`src/rtl/bnnroll_hs_classifier.sv`:
```
// bnnroll_hs_classifier: rolled one-hidden-layer binary neural network classifier with valid/ready handshakes
module bnnroll_hs_classifier #(
  parameter int FEAT_CNT = 16,
  parameter int FEAT_BITS = 4,
  parameter int HIDDEN_CNT = 40,
  parameter int CLASS_CNT = 10,
  parameter int HSUM_BITS = $clog2(FEAT_CNT * (2 ** FEAT_BITS - 1) + 1),
  parameter int SUM_BITS = $clog2(HIDDEN_CNT + 1),
  parameter int CLS_BITS = $clog2(CLASS_CNT),
  parameter logic [HIDDEN_CNT*FEAT_CNT-1:0] W0 = '0,
  parameter logic [HIDDEN_CNT*HSUM_BITS-1:0] HTHR = '0,
  parameter logic [CLASS_CNT*HIDDEN_CNT-1:0] W1 = '0
) (
  input  logic                          clk,
  input  logic                          rst,
  input  logic [FEAT_BITS*FEAT_CNT-1:0] features,
  input  logic                          in_valid,
  output logic                          in_ready,
  output logic [CLS_BITS-1:0]           prediction,
  output logic [SUM_BITS-1:0]           score,
  output logic                          out_valid,
  input  logic                          out_ready
);
  typedef enum logic [1:0] {IDLE, HID, CLS, DONE} state_t;
  state_t state, state_n;
  logic [FEAT_BITS*FEAT_CNT-1:0] feat_q;
  logic [SUM_BITS-1:0] hidx, s, best_s, best_s_n;
  logic [CLS_BITS-1:0] cidx, best_c, best_c_n;
  logic [HIDDEN_CNT-1:0] hbit, match;
  logic [HSUM_BITS-1:0] pre;
  logic [FEAT_BITS-1:0] xf;
  logic hid_last, cls_last, hit, better;
  assign hid_last = hidx == SUM_BITS'(HIDDEN_CNT - 1);
  assign cls_last = cidx == CLS_BITS'(CLASS_CNT - 1);
  assign in_ready = state == IDLE;
  assign out_valid = state == DONE;
  always_comb begin
    pre = '0;
    xf = '0;
    for (int f = 0; f < FEAT_CNT; f++) begin
      xf = W0[hidx*FEAT_CNT + f] ? feat_q[f*FEAT_BITS +: FEAT_BITS] : ~feat_q[f*FEAT_BITS +: FEAT_BITS];
      pre = pre + HSUM_BITS'(xf);
    end
    hit = pre >= HTHR[hidx*HSUM_BITS +: HSUM_BITS];
    match = ~(W1[cidx*HIDDEN_CNT +: HIDDEN_CNT] ^ hbit);
    s = '0;
    for (int h = 0; h < HIDDEN_CNT; h++) s = s + SUM_BITS'(match[h]);
    // strict compare keeps the lowest class index on ties
    better = cidx == '0 || s > best_s;
    best_s_n = better ? s : best_s;
    best_c_n = better ? cidx : best_c;
  end
  always_comb begin
    state_n = state == IDLE ? (in_valid ? HID : IDLE)
            : state == HID ? (hid_last ? CLS : HID)
            : state == CLS ? (cls_last ? DONE : CLS)
            : (out_ready ? IDLE : DONE);
  end
  always_ff @(posedge clk) begin
    if (rst) state <= IDLE;
    else state <= state_n;
  end
  always_ff @(posedge clk) begin
    if (rst) begin
      feat_q <= '0;
      hidx <= '0;
      cidx <= '0;
      hbit <= '0;
      best_s <= '0;
      best_c <= '0;
      prediction <= '0;
      score <= '0;
    end else begin
      if (state == IDLE && in_valid) begin
        feat_q <= features;
        hidx <= '0;
      end
      if (state == HID) begin
        hbit[hidx] <= hit;
        hidx <= hid_last ? '0 : hidx + 1'b1;
        cidx <= '0;
      end
      if (state == CLS) begin
        best_s <= best_s_n;
        best_c <= best_c_n;
        cidx <= cls_last ? '0 : cidx + 1'b1;
        if (cls_last) begin
          prediction <= best_c_n;
          score <= best_s_n;
        end
      end
    end
  end
endmodule

```
`config.mk`:
```
export PLATFORM = sky130hd
export DESIGN_NAME = bnnroll_hs_classifier
export DESIGN_NICKNAME = d
export VERILOG_FILES = /design/src/rtl/bnnroll_hs_classifier.sv
export SDC_FILE = /design/constraint.sdc
export NUM_CORES = 1
export LEC_CHECK = 0
export CELL_PAD_IN_SITES_DETAIL_PLACEMENT = 0
export CELL_PAD_IN_SITES_GLOBAL_PLACEMENT = 1
export CORE_MARGIN = 3
export CORE_UTILIZATION = 43
export CTS_BUF_LIST = sky130_fd_sc_hd__clkbuf_8
export DETAILED_ROUTE_END_ITERATION = 16
export GPL_ROUTABILITY_DRIVEN = 0
export PLACE_DENSITY = 0.89
export SLEW_MARGIN = 20
export SYNTH_ARGS = -nofsm -noshare
export SYNTH_HDL_FRONTEND = slang
export SYNTH_SLANG_ARGS = --single-unit
```
`constraint.sdc`:
```
create_clock -name clk -period 16.88 [get_ports clk]
set_input_delay 2.532 -clock clk [delete_from_list [all_inputs] [get_ports clk]]
set_output_delay 2.532 -clock clk [all_outputs]
set_load 0.05 [all_outputs]
```
# Word-level counts from Yosys, hierarchy flattened
# Memories as Yosys holds them, arrays and structs flattened. A register that Yosys moved wholly into a read port is not among the register bits.
# Index checks and enable logic that the tools add are counted.
[word_totals]
latch_bits = 0
register_bits = 136
mem_bits_ro = 15424
out_inout_bits = 12
in_bits = 68
memories = 16
elab_cells = 202
ramBits = 0
[classes]
shifts = 2
n_addsub = 71
mul = 1
n_div = 0
bitwise_logic = 18
reduce_logical = 8
mux = 52
n_lt_le_gt_ge = 20
eq_ne = 5
[memory_table]
columns = ["memory", "words", "word_bits", "rd", "rd_clocked_by_memory_dff", "wr", "line", "source"]
rows = [
  ["(no name shown)", 1024, 1, 1, 0, 0, "41", "xf = W0[hidx*FEAT_CNT + f] ? feat_q[f*FEAT_BITS +: FEAT_BITS] : ~feat_q[f*FEAT_BITS +: FEAT_BITS];"],
  ["(no name shown)", 1024, 1, 1, 0, 0, "41", ""],
  ["(no name shown)", 1024, 1, 1, 0, 0, "41", ""],
  ["(no name shown)", 1024, 1, 1, 0, 0, "41", ""],
  ["(no name shown)", 1024, 1, 1, 0, 0, "41", ""],
  ["(no name shown)", 1024, 1, 1, 0, 0, "41", ""],
  ["10 more memories", "-", "-", "-", "-", "-", "-", ""],
]
[ops]
columns = ["op", "n"]
rows = [
  ["$shiftx 400x11->40 const A", 1],
  ["$shiftx 320x10->8 const A", 1],
  ["$add 6x1->6", 34],
  ["$lt 11x11->1 const B", 15],
  ["$add 10x4->11 const B", 8],
  ["$add 8x4->8", 11],
  ["$mux 4", 20],
  ["$not 4->4", 16],
  ["$add 10x3->11 const B", 4],
  ["$bwmux 40", 1],
  ["$not 40->40", 1],
  ["$xor 40x40->40", 1],
  ["$mux 6", 6],
  ["$add 10x2->11 const B", 2],
  ["$mux 1", 19],
  ["$add 10x1->11 const B", 1],
  ["$lt 10x11->1 const B", 1],
  ["$mux 2", 5],
  ["$add 7x4->8", 1],
  ["$ge 8x8->1", 1],
  ["$add 6x4->7", 1],
  ["$lt 6x7->1 const B", 1],
  ["$mul 4x3->7 const B", 1],
  ["$add 5x1->6", 1],
  ["21 further kinds", 24],
]

# Longest topological paths before layout
# Gate-level depths: netlist of the first run.
[depth]
ltp_word = 46
mapped_depth = 24
mapped_depth_nobuf = 23

# Least setup slack after synthesis of the first run
# No wires, ideal clock.
[synth_timing]
path_type = "reg2reg"
start = "register hbit[0]"
end = "register score[5]"
required_time_ns = 16.758
path_stages_with_launch = 23
setup_time_ns = 0.122
setup_slack_ns = 10.423
arrival_time_ns = 6.335
path_buffers = 1
synth_period_minus_slack_ns = 6.457
cell_sequence = "dfxtp_1 > fa_1 > inv_1 > fa_1 > fa_1 > fa_1 > fa_1 > fa_1 > inv_1 > fa_1 > inv_1 > ha_1 > a211oi_2 > o21bai_1 > a21oi_1 > inv_1 > ha_1 > and4_4 > o21a_4 > o31ai_4 > buf_6 > a2111oi_4 > a311o_1"
[synth_via]
elab_chain_cells = 44
[synth_lines]
columns = ["element", "line", "source"]
rows = [
  ["from (decl)", "29", "logic [HIDDEN_CNT-1:0] hbit, match;"],
  ["from (signal, indexed assignment)", "79", "hbit[hidx] <= hit;"],
  ["$xor 40x40->40 *", "45", "match = ~(W1[cidx*HIDDEN_CNT +: HIDDEN_CNT] ^ hbit);"],
  ["$not 40->40 *", "45", ""],
  ["$add 1x1->2 *", "47", "for (int h = 0; h < HIDDEN_CNT; h++) s = s + SUM_BITS'(match[h]);"],
  ["$add 2x1->3 *", "47", ""],
  ["$add 3x1->4 *", "47", ""],
  ["$add 4x1->5 *", "47", ""],
  ["$add 5x1->6 *", "47", ""],
  ["$add 6x1->6 * (34 in series)", "47", ""],
  ["$gt 6x6->1", "49", "better = cidx == '0 || s > best_s;"],
  ["$logic_or 1x1->1", "49", ""],
  ["$mux 6 *", "50", "best_s_n = better ? s : best_s;"],
  ["to (signal assigned)", "89", "score <= best_s_n;"],
  ["to (decl)", "20", "output logic [SUM_BITS-1:0] score,"],
]
# Mark *: on every way between the ends. The rest lies on a longest branch, timed or not.
# A chain may end at the register's enable or synchronous reset.

# Final worst setup path of the first run
[layout_timing]
start = "register hbit[29]"
end = "register best_s[1]"
[layout_via]
elab_chain_cells = 16
[layout_lines]
columns = ["element", "line", "source"]
rows = [
  ["$xor 40x40->40 *", "45", ""],
  ["$not 40->40 *", "45", ""],
  ["$add 6x1->6 * (11 in series)", "47", ""],
  ["$gt 6x6->1", "49", ""],
  ["$logic_or 1x1->1", "49", ""],
  ["$mux 6 *", "50", ""],
  ["to (signal assigned)", "84", "best_s <= best_s_n;"],
  ["to (decl)", "27", "logic [SUM_BITS-1:0] hidx, s, best_s, best_s_n;"],
]
# Marked as above.

==> results_dict.tcl, run 1 <==
set metrics [dict create \
    status "finished, final reports clean" \
    synth_edf_count 0 \
    die_w_um 105 \
    setup_tns_ps 0 \
    cts_tree "done" \
    ys.flop_type "dfxtp_1" \
    grt_use_total_pct 16.6 \
    nets 603 \
    pre_cts_slack_ps 9290 \
    crit_slowest_cell "fa_1" \
    antenna_found_initial 0 \
    cts_buffers 9 \
    multi_input_area_um2 2370 \
    yosys_warnings 0 \
    clkTransAtPathRegs_ps 80 \
    vias 3188 \
    cp_max_fo 11 \
    nFillCells 907 \
    portBuffers 15 \
    dieArea_um2 11000 \
    synth_async_sr_flop_share_pct 0 \
    path_cells "inv_1, fa_1, fa_1, fa_1, inv_1, fa_1, inv_1, fa_1, fa_1, fa_1, ha_1, inv_1, fa_1, nand2b_1, a21oi_1, xor2_1, ha_1, and4_4, o21a_4, o31ai_4, a21boi_2, mux2_4" \
    synth_common_cells "inv_1 (73), dfxtp_1 (72), nor2_1 (66)" \
    fin_skew_ps 10.5 \
    max_freq_mhz 136 \
    worstSetupStartpointType "flip-flop" \
    cp_common_cell "fa_1" \
    ys_seq_area_share_pct 34.2 \
    dr.pass1.iters 4 \
    syn_area_um2 4210 \
    finalSetupViolCount 0 \
    whs_endpoint "best_c[3]$_SDFFE_PP0P_" \
    hpwl_mm 6.37 \
    yosys_register_bits 72 \
    slew_viol_final 0 \
    boundaryPins 80 \
    postLayoutSetupSlackWorst_ps 9500 \
    cts_resized 0 \
    relSlewSlack_pct 32.8 \
    clock_path_buffers 2 \
    post-synth-top-count-cell "inv_1" \
    htree_levels 3 \
    routedWlPerCell_um 14.3 \
    cts_hold_buf 0 \
    hp-class "reg2reg" \
    syn_area_per_cell_um2 8.81 \
    synth_nets 602 \
    drc 0 \
    core_um2 9370 \
    drt_wl_total_mm 8.78 \
    worst_setup_path_end_kind "flip-flop" \
    worstHoldStart "best_c[3]$_SDFFE_PP0P_" \
    cts_setup_buffers 0 \
    seq_area_um2 1440 \
    reg2regPathDepth 22 \
    grt_pass1_wl_mm 15.0 \
    cp.required_ps 17110 \
    place_inst 597 \
    maxCapViolCount 0 \
    rows 35 \
    r2r_end "best_s[1]$_SDFFE_PP0P_" \
    r2r-start "hbit[29]$_SDFFE_PP0P_" \
    syn_to_final_growth_pct 9.75 \
    n_antenna_cell 0 \
    yosysTopAreaCellShare_pct 34.2 \
    die_h_um 105 \
    synth_cell_type_count 56 \
    grt_pass1_vias 3225 \
    syn_inst 478 \
    cp.buffers_inverters 4 \
    antenna_left 0 \
    p_leak_nw 1.71 \
    timing.final.crit_period_ps 7380 \
    fin_crit_sh_pct 43.7 \
    r2r_slack_ps 9500 \
    grt_remaining_overflow 0 \
    arrival_ps 7610 \
    finalHoldViolations 0 \
    drtIter0Drc 144 \
    synth_top_cell_by_area "dfxtp_1" \
    slowest_delay_ps 560 \
    critPathKind "reg2reg" \
    powerDensity_nw_per_um2 82.5 \
    drt-vias-per-instance 5.20 \
    initial_core_util_pct 44.9 \
    path_delay_family "adder cells" \
    clockRootBuffer "clkbuf_8" \
    synthTopCellsByArea "dfxtp_1 (34%), fa_1 (15%), ha_1 (7.4%)" \
    clkSinkCount 72 \
    finalPower_mw 0.381 \
    drive_gt1_share_pct 6.40 \
    vdd_ir_drop_max_mv 0.0403 \
    worst-slew-pin-transition_ps 1000 \
    clock_latency_ps 350 \
    grt_max_degree 69 \
    min_delay_path_depth 2 \
    final_cells 613 \
    rsz0062_at_grt "no" \
]
cells in the final DEF, fill, tap and decap left out, types with 2 or more instances in the layout:
cell type and instances:
o2111ai_1 2, clkinv_2 2, xor2_1 2, a311oi_1 6, nand4b_1 3, and2_1 5
a21oi_1 51, o21ai_0 14, o31ai_1 2, nor2_1 66, nor3b_2 2, nand3b_1 2
o311ai_0 2, nand2_1 21, nor3b_1 3, clkbuf_8 9, bufinv_16 2, nand2b_1 3
nand3_1 15, nand4_1 3, mux2i_1 5, nor3_1 3, dfxtp_1 72, fa_1 31
and3_1 9, nor2b_1 6, a31oi_1 2, clkdlybuf4s50_1 14, ha_1 25, inv_1 73
logic make-up (layout without fill, tap and decap cells):
group | Yosys count | after routing | share of synthesized area, %
XOR/XNOR | 3 | 3 | 0.624
AND/OR/NAND/NOR | 146 | 146 | 17.0
buffers and inverters | 99 | 105 | 9.51
multiplexers | 7 | 7 | 1.81
adder cells (fa/ha/maj) | 56 | 56 | 22.2
flip-flops | 72 | 72 | 34.2
AO/OA/AOI/OAI | 95 | 95 | 14.7
metrics by stage:
stage	utilization (%)	instance area, um2	hold slack, ps
2_1_floorplan	-	4210	435
3_3_place_gp	46.9	4400	439
3_5_place_dp	46.9	4400	455
4_1_cts	49.3	4620	468
5_1_grt	49.3	4620	489
6_report	49.3	4620	464
layout make-up:
type	count	share of cell area (%)
multi-input cells	307	51.3
flip-flops and latches	72	31.2
inverters	73	5.93
well taps	129	3.49
repair buffers	16	3.30
clock buffers	9	2.68
clock inverters	7	2.06
report_power, final:
group	switching [mW]	total (mW)	leakage, nW	internal [mW]
clock network	0.0678	0.151	0.110	0.0834
registers	0.00252	0.174	0.581	0.172
logic	0.0355	0.0554	1.02	0.0198
total	0.106	0.381	1.71	0.275
sequential cells by signal, indices dropped and copies added (netlist names):
signal,cells
hbit,40
best_s,6
hidx,6
score,6
best_c,4
cidx,4
prediction,4
state,2
routing by layer:
layer  share of wire [%]  vias to the layer above  track usage, %
met1                  48                     1545            22.4
met4                 1.2                        0            6.28
met5                   0                        -               0
li1                    -                     1577               -
met2                  47                       58            26.5
met3                 3.6                        8            3.03
worst max-delay path by stage:
| stage | start | endpoint | cells after the start |
|---|---|---|---|
| after detailed placement | hbit[17]$_SDFFE_PP0P_ | best_s[1]$_SDFFE_PP0P_ | 22 |
| after global placement | hbit[17]$_SDFFE_PP0P_ | best_s[1]$_SDFFE_PP0P_ | 23 |
| after floorplan | hbit[0]$_SDFFE_PP0P_ | score[5]$_SDFFE_PP0P_ | 22 |
| after CTS | hbit[29]$_SDFFE_PP0P_ | best_s[1]$_SDFFE_PP0P_ | 22 |
| final | hbit[29]$_SDFFE_PP0P_ | best_s[1]$_SDFFE_PP0P_ | 22 |
| after global routing | hbit[17]$_SDFFE_PP0P_ | best_s[1]$_SDFFE_PP0P_ | 22 |
tightest hold or removal path: stages, from the launching register on:
cell,delay (ps)
dfxtp_1,320
nand2_1,50
o21ai_0,60
No activity file was read; power rests on OpenSTA's default activity.
==> run 2, diff against run 1 <==
--- a/config.mk
+++ b/config.mk
@@ -8,11 +8,11 @@
 export CELL_PAD_IN_SITES_DETAIL_PLACEMENT = 0
 export CELL_PAD_IN_SITES_GLOBAL_PLACEMENT = 1
 export CORE_MARGIN = 3
-export CORE_UTILIZATION = 43
+export CORE_UTILIZATION = 36
 export CTS_BUF_LIST = sky130_fd_sc_hd__clkbuf_8
 export DETAILED_ROUTE_END_ITERATION = 16
 export GPL_ROUTABILITY_DRIVEN = 0
-export PLACE_DENSITY = 0.89
+export PLACE_DENSITY = 0.79
 export SLEW_MARGIN = 20
 export SYNTH_ARGS = -nofsm -noshare
 export SYNTH_HDL_FRONTEND = slang
==> constraint.sdc (replaced) <==
create_clock -name clk -period 5.9 [get_ports clk]
set_input_delay 0.885 -clock clk [delete_from_list [all_inputs] [get_ports clk]]
set_output_delay 0.885 -clock clk [all_outputs]
set_load 0.05 [all_outputs]
==> run 2 against run 1 <==
The flow now finishes with violations (setup timing). Clock skew up 6.6 ps. Sequential power increased to 2.9 times the previous value. Clock power grew to 3.1 times the previous value. Power grew to 3.1 times the previous value. First-iteration DRC count up 44%. Largest cell class unchanged.
==> results_dict.tcl, run 2 (synthesized netlist as in run 1, its figures left out) <==
set metrics [dict create \
    boundaryPins 80 \
    initial_core_util_pct 37.8 \
    dieArea_um2 13000 \
    cp.required_ps 6160 \
    antenna_found_initial 0 \
    slew_viol_final 0 \
    met3_length_um 211 \
    timing.final.crit_period_ps 6500 \
    vias 3213 \
    die_h_um 114 \
    violations "setup timing" \
    reg2regPathDepth 23 \
    layout_commonest_cell "inv_1" \
    fin_skew_ps 17.1 \
    arrival_ps 6750 \
    wl_met1_mm 4.47 \
    worst_setup_path_end_kind "flip-flop" \
    clkSinkCount 72 \
    p_leak_nw 1.82 \
    relSlewSlack_pct 30.2 \
    hp-class "reg2reg" \
    worstSetupStartpointType "flip-flop" \
    max_freq_mhz 154 \
    routedWlPerCell_um 14.5 \
    r2r_slack_ps -600 \
    r2r-start "hbit[33]$_SDFFE_PP0P_" \
    finalPower_mw 1.18 \
    layout_common_cells "inv_1 (68), dfxtp_1 (67), nor2_1 (66)" \
    clock_path_buffers 2 \
    wl_met2_mm 4.51 \
    drt-vias-per-instance 5.00 \
    critPathLaunch "hbit[33]$_SDFFE_PP0P_" \
    drive_gt1_share_pct 14.5 \
    htree_levels 3 \
    drt_wl_total_mm 9.35 \
    grt_pass1_vias 3309 \
    final_cells 643 \
    core_um2 11100 \
    postLayoutSetupSlackWorst_ps -596 \
    grt_remaining_overflow 0 \
    portBuffers 15 \
    regMostFlops "hbit" \
    cts_buffers 9 \
    grt_max_degree 69 \
    syn_to_final_growth_pct 16.6 \
    nets 623 \
    fin_crit_sh_pct 110 \
    vdd_ir_drop_max_mv 0.142 \
    nFillCells 1064 \
    clkTransAtPathRegs_ps 80 \
    drc 0 \
    antenna_left 0 \
    status "finished, violations left" \
    critical_path.endpoint "prediction[1]$_SDFFE_PP0P_" \
    n_antenna_cell 0 \
    rsz0062_at_grt "yes" \
    drtIter0Drc 208 \
    r2r_end "prediction[1]$_SDFFE_PP0P_" \
    cts_tree "done" \
    grt_use_total_pct 15.3 \
    dr.pass1.iters 5 \
    critPathKind "reg2reg" \
    hpwl_mm 6.71 \
    maxUsedRoutingLayer "met4" \
    clockRootBuffer "clkbuf_8" \
    rows 38 \
    clock_latency_ps 350 \
    finalSetupViolCount 20 \
    maxCapViolCount 0 \
    worst-slew-pin-transition_ps 1040 \
    cts_hold_buf 0 \
    die_w_um 114 \
    cp_max_fo 10 \
    largest_reg_flops 40 \
    place_inst 624 \
    worstHoldStart "hbit[31]$_SDFFE_PP0P_" \
    finalHoldViolations 0 \
    grt_pass1_wl_mm 16.0 \
    powerDensity_nw_per_um2 240 \
    setup_tns_ps -10450 \
]
[run 2: cell types whose count changed in the layout (fill, tap and decap cells not counted), sizes merged]
cell,previous run,this run
bufinv,2,3
clkinv,3,1
o31a,1,2
buf,2,21
[run 2: stage by stage]
stage / cell area [um2] / setup WS (ps) / hold slack (ps) / util, %
5_1_grt: 4910 / -850 / 474 / 44.1
3_5_place_dp: 4600 / -666 / 453 / 41.4
6_report: 4910 / -596 / 464 / 44.1
2_1_floorplan: 4270 / -309 / 435 / -
4_1_cts: 4890 / -619 / 466 / 43.9
3_3_place_gp: 4600 / -625 / 445 / 41.4
[run 2: routing by layer]
layer	up-vias	track usage, %
met5	-	0
li1	1606	-
met3	12	2.64
met2	40	25.1
met4	0	5.15
met1	1555	20.6
[run 2: cell type report]
class	instances	area [um2]	area share, %
inverters	73	274	5.58
clock inverters	6	110	2.24
flip-flops and latches	72	1450	29.5
repair buffers	35	312	6.35
clock buffers	9	124	2.52
multi-input cells	308	2470	50.2
well taps	140	175	3.57
[run 2: worst min path at each step]
stage | slack, ps | cells after the start | to
floorplan | 430 | 2 | best_c[0]$_SDFFE_PP0P_
global placement | 450 | 2 | best_c[1]$_SDFFE_PP0P_
detailed placement | 450 | 2 | prediction[2]$_SDFFE_PP0P_
CTS | 470 | 2 | prediction[2]$_SDFFE_PP0P_
global route | 470 | 2 | best_c[1]$_SDFFE_PP0P_
finish | 460 | 2 | hbit[31]$_SDFFE_PP0P_
[run 2: repair_timing]
action,CTS,global route
gates cloned,0,1
setup endpoints to repair,20,20
gates resized for setup,11,5
pin swaps,5,6
buffers inserted,3,0
[run 2: power by group]
part	switching [mW]	leakage (nW)	internal (mW)
Sequential	0.00738	0.583	0.492
Combinational	0.117	1.12	0.0900
Clock	0.193	0.117	0.278
Total	0.317	1.82	0.860
[run 2: critical path, cell delays in order, from the launching register on]
cell and delay [ps]:
dfxtp_2 340, inv_2 40, fa_1 550, fa_1 450, fa_1 520, inv_2 50
fa_1 480, inv_1 50, fa_1 530, fa_1 440, fa_1 510, ha_2 190
inv_2 40, fa_2 350, nand2b_4 150, a21oi_4 170, xor2_2 190, ha_1 270
and4_4 160, o21a_4 140, o31ai_4 250, buf_12 180, nand3_1 100, a311oi_1 280
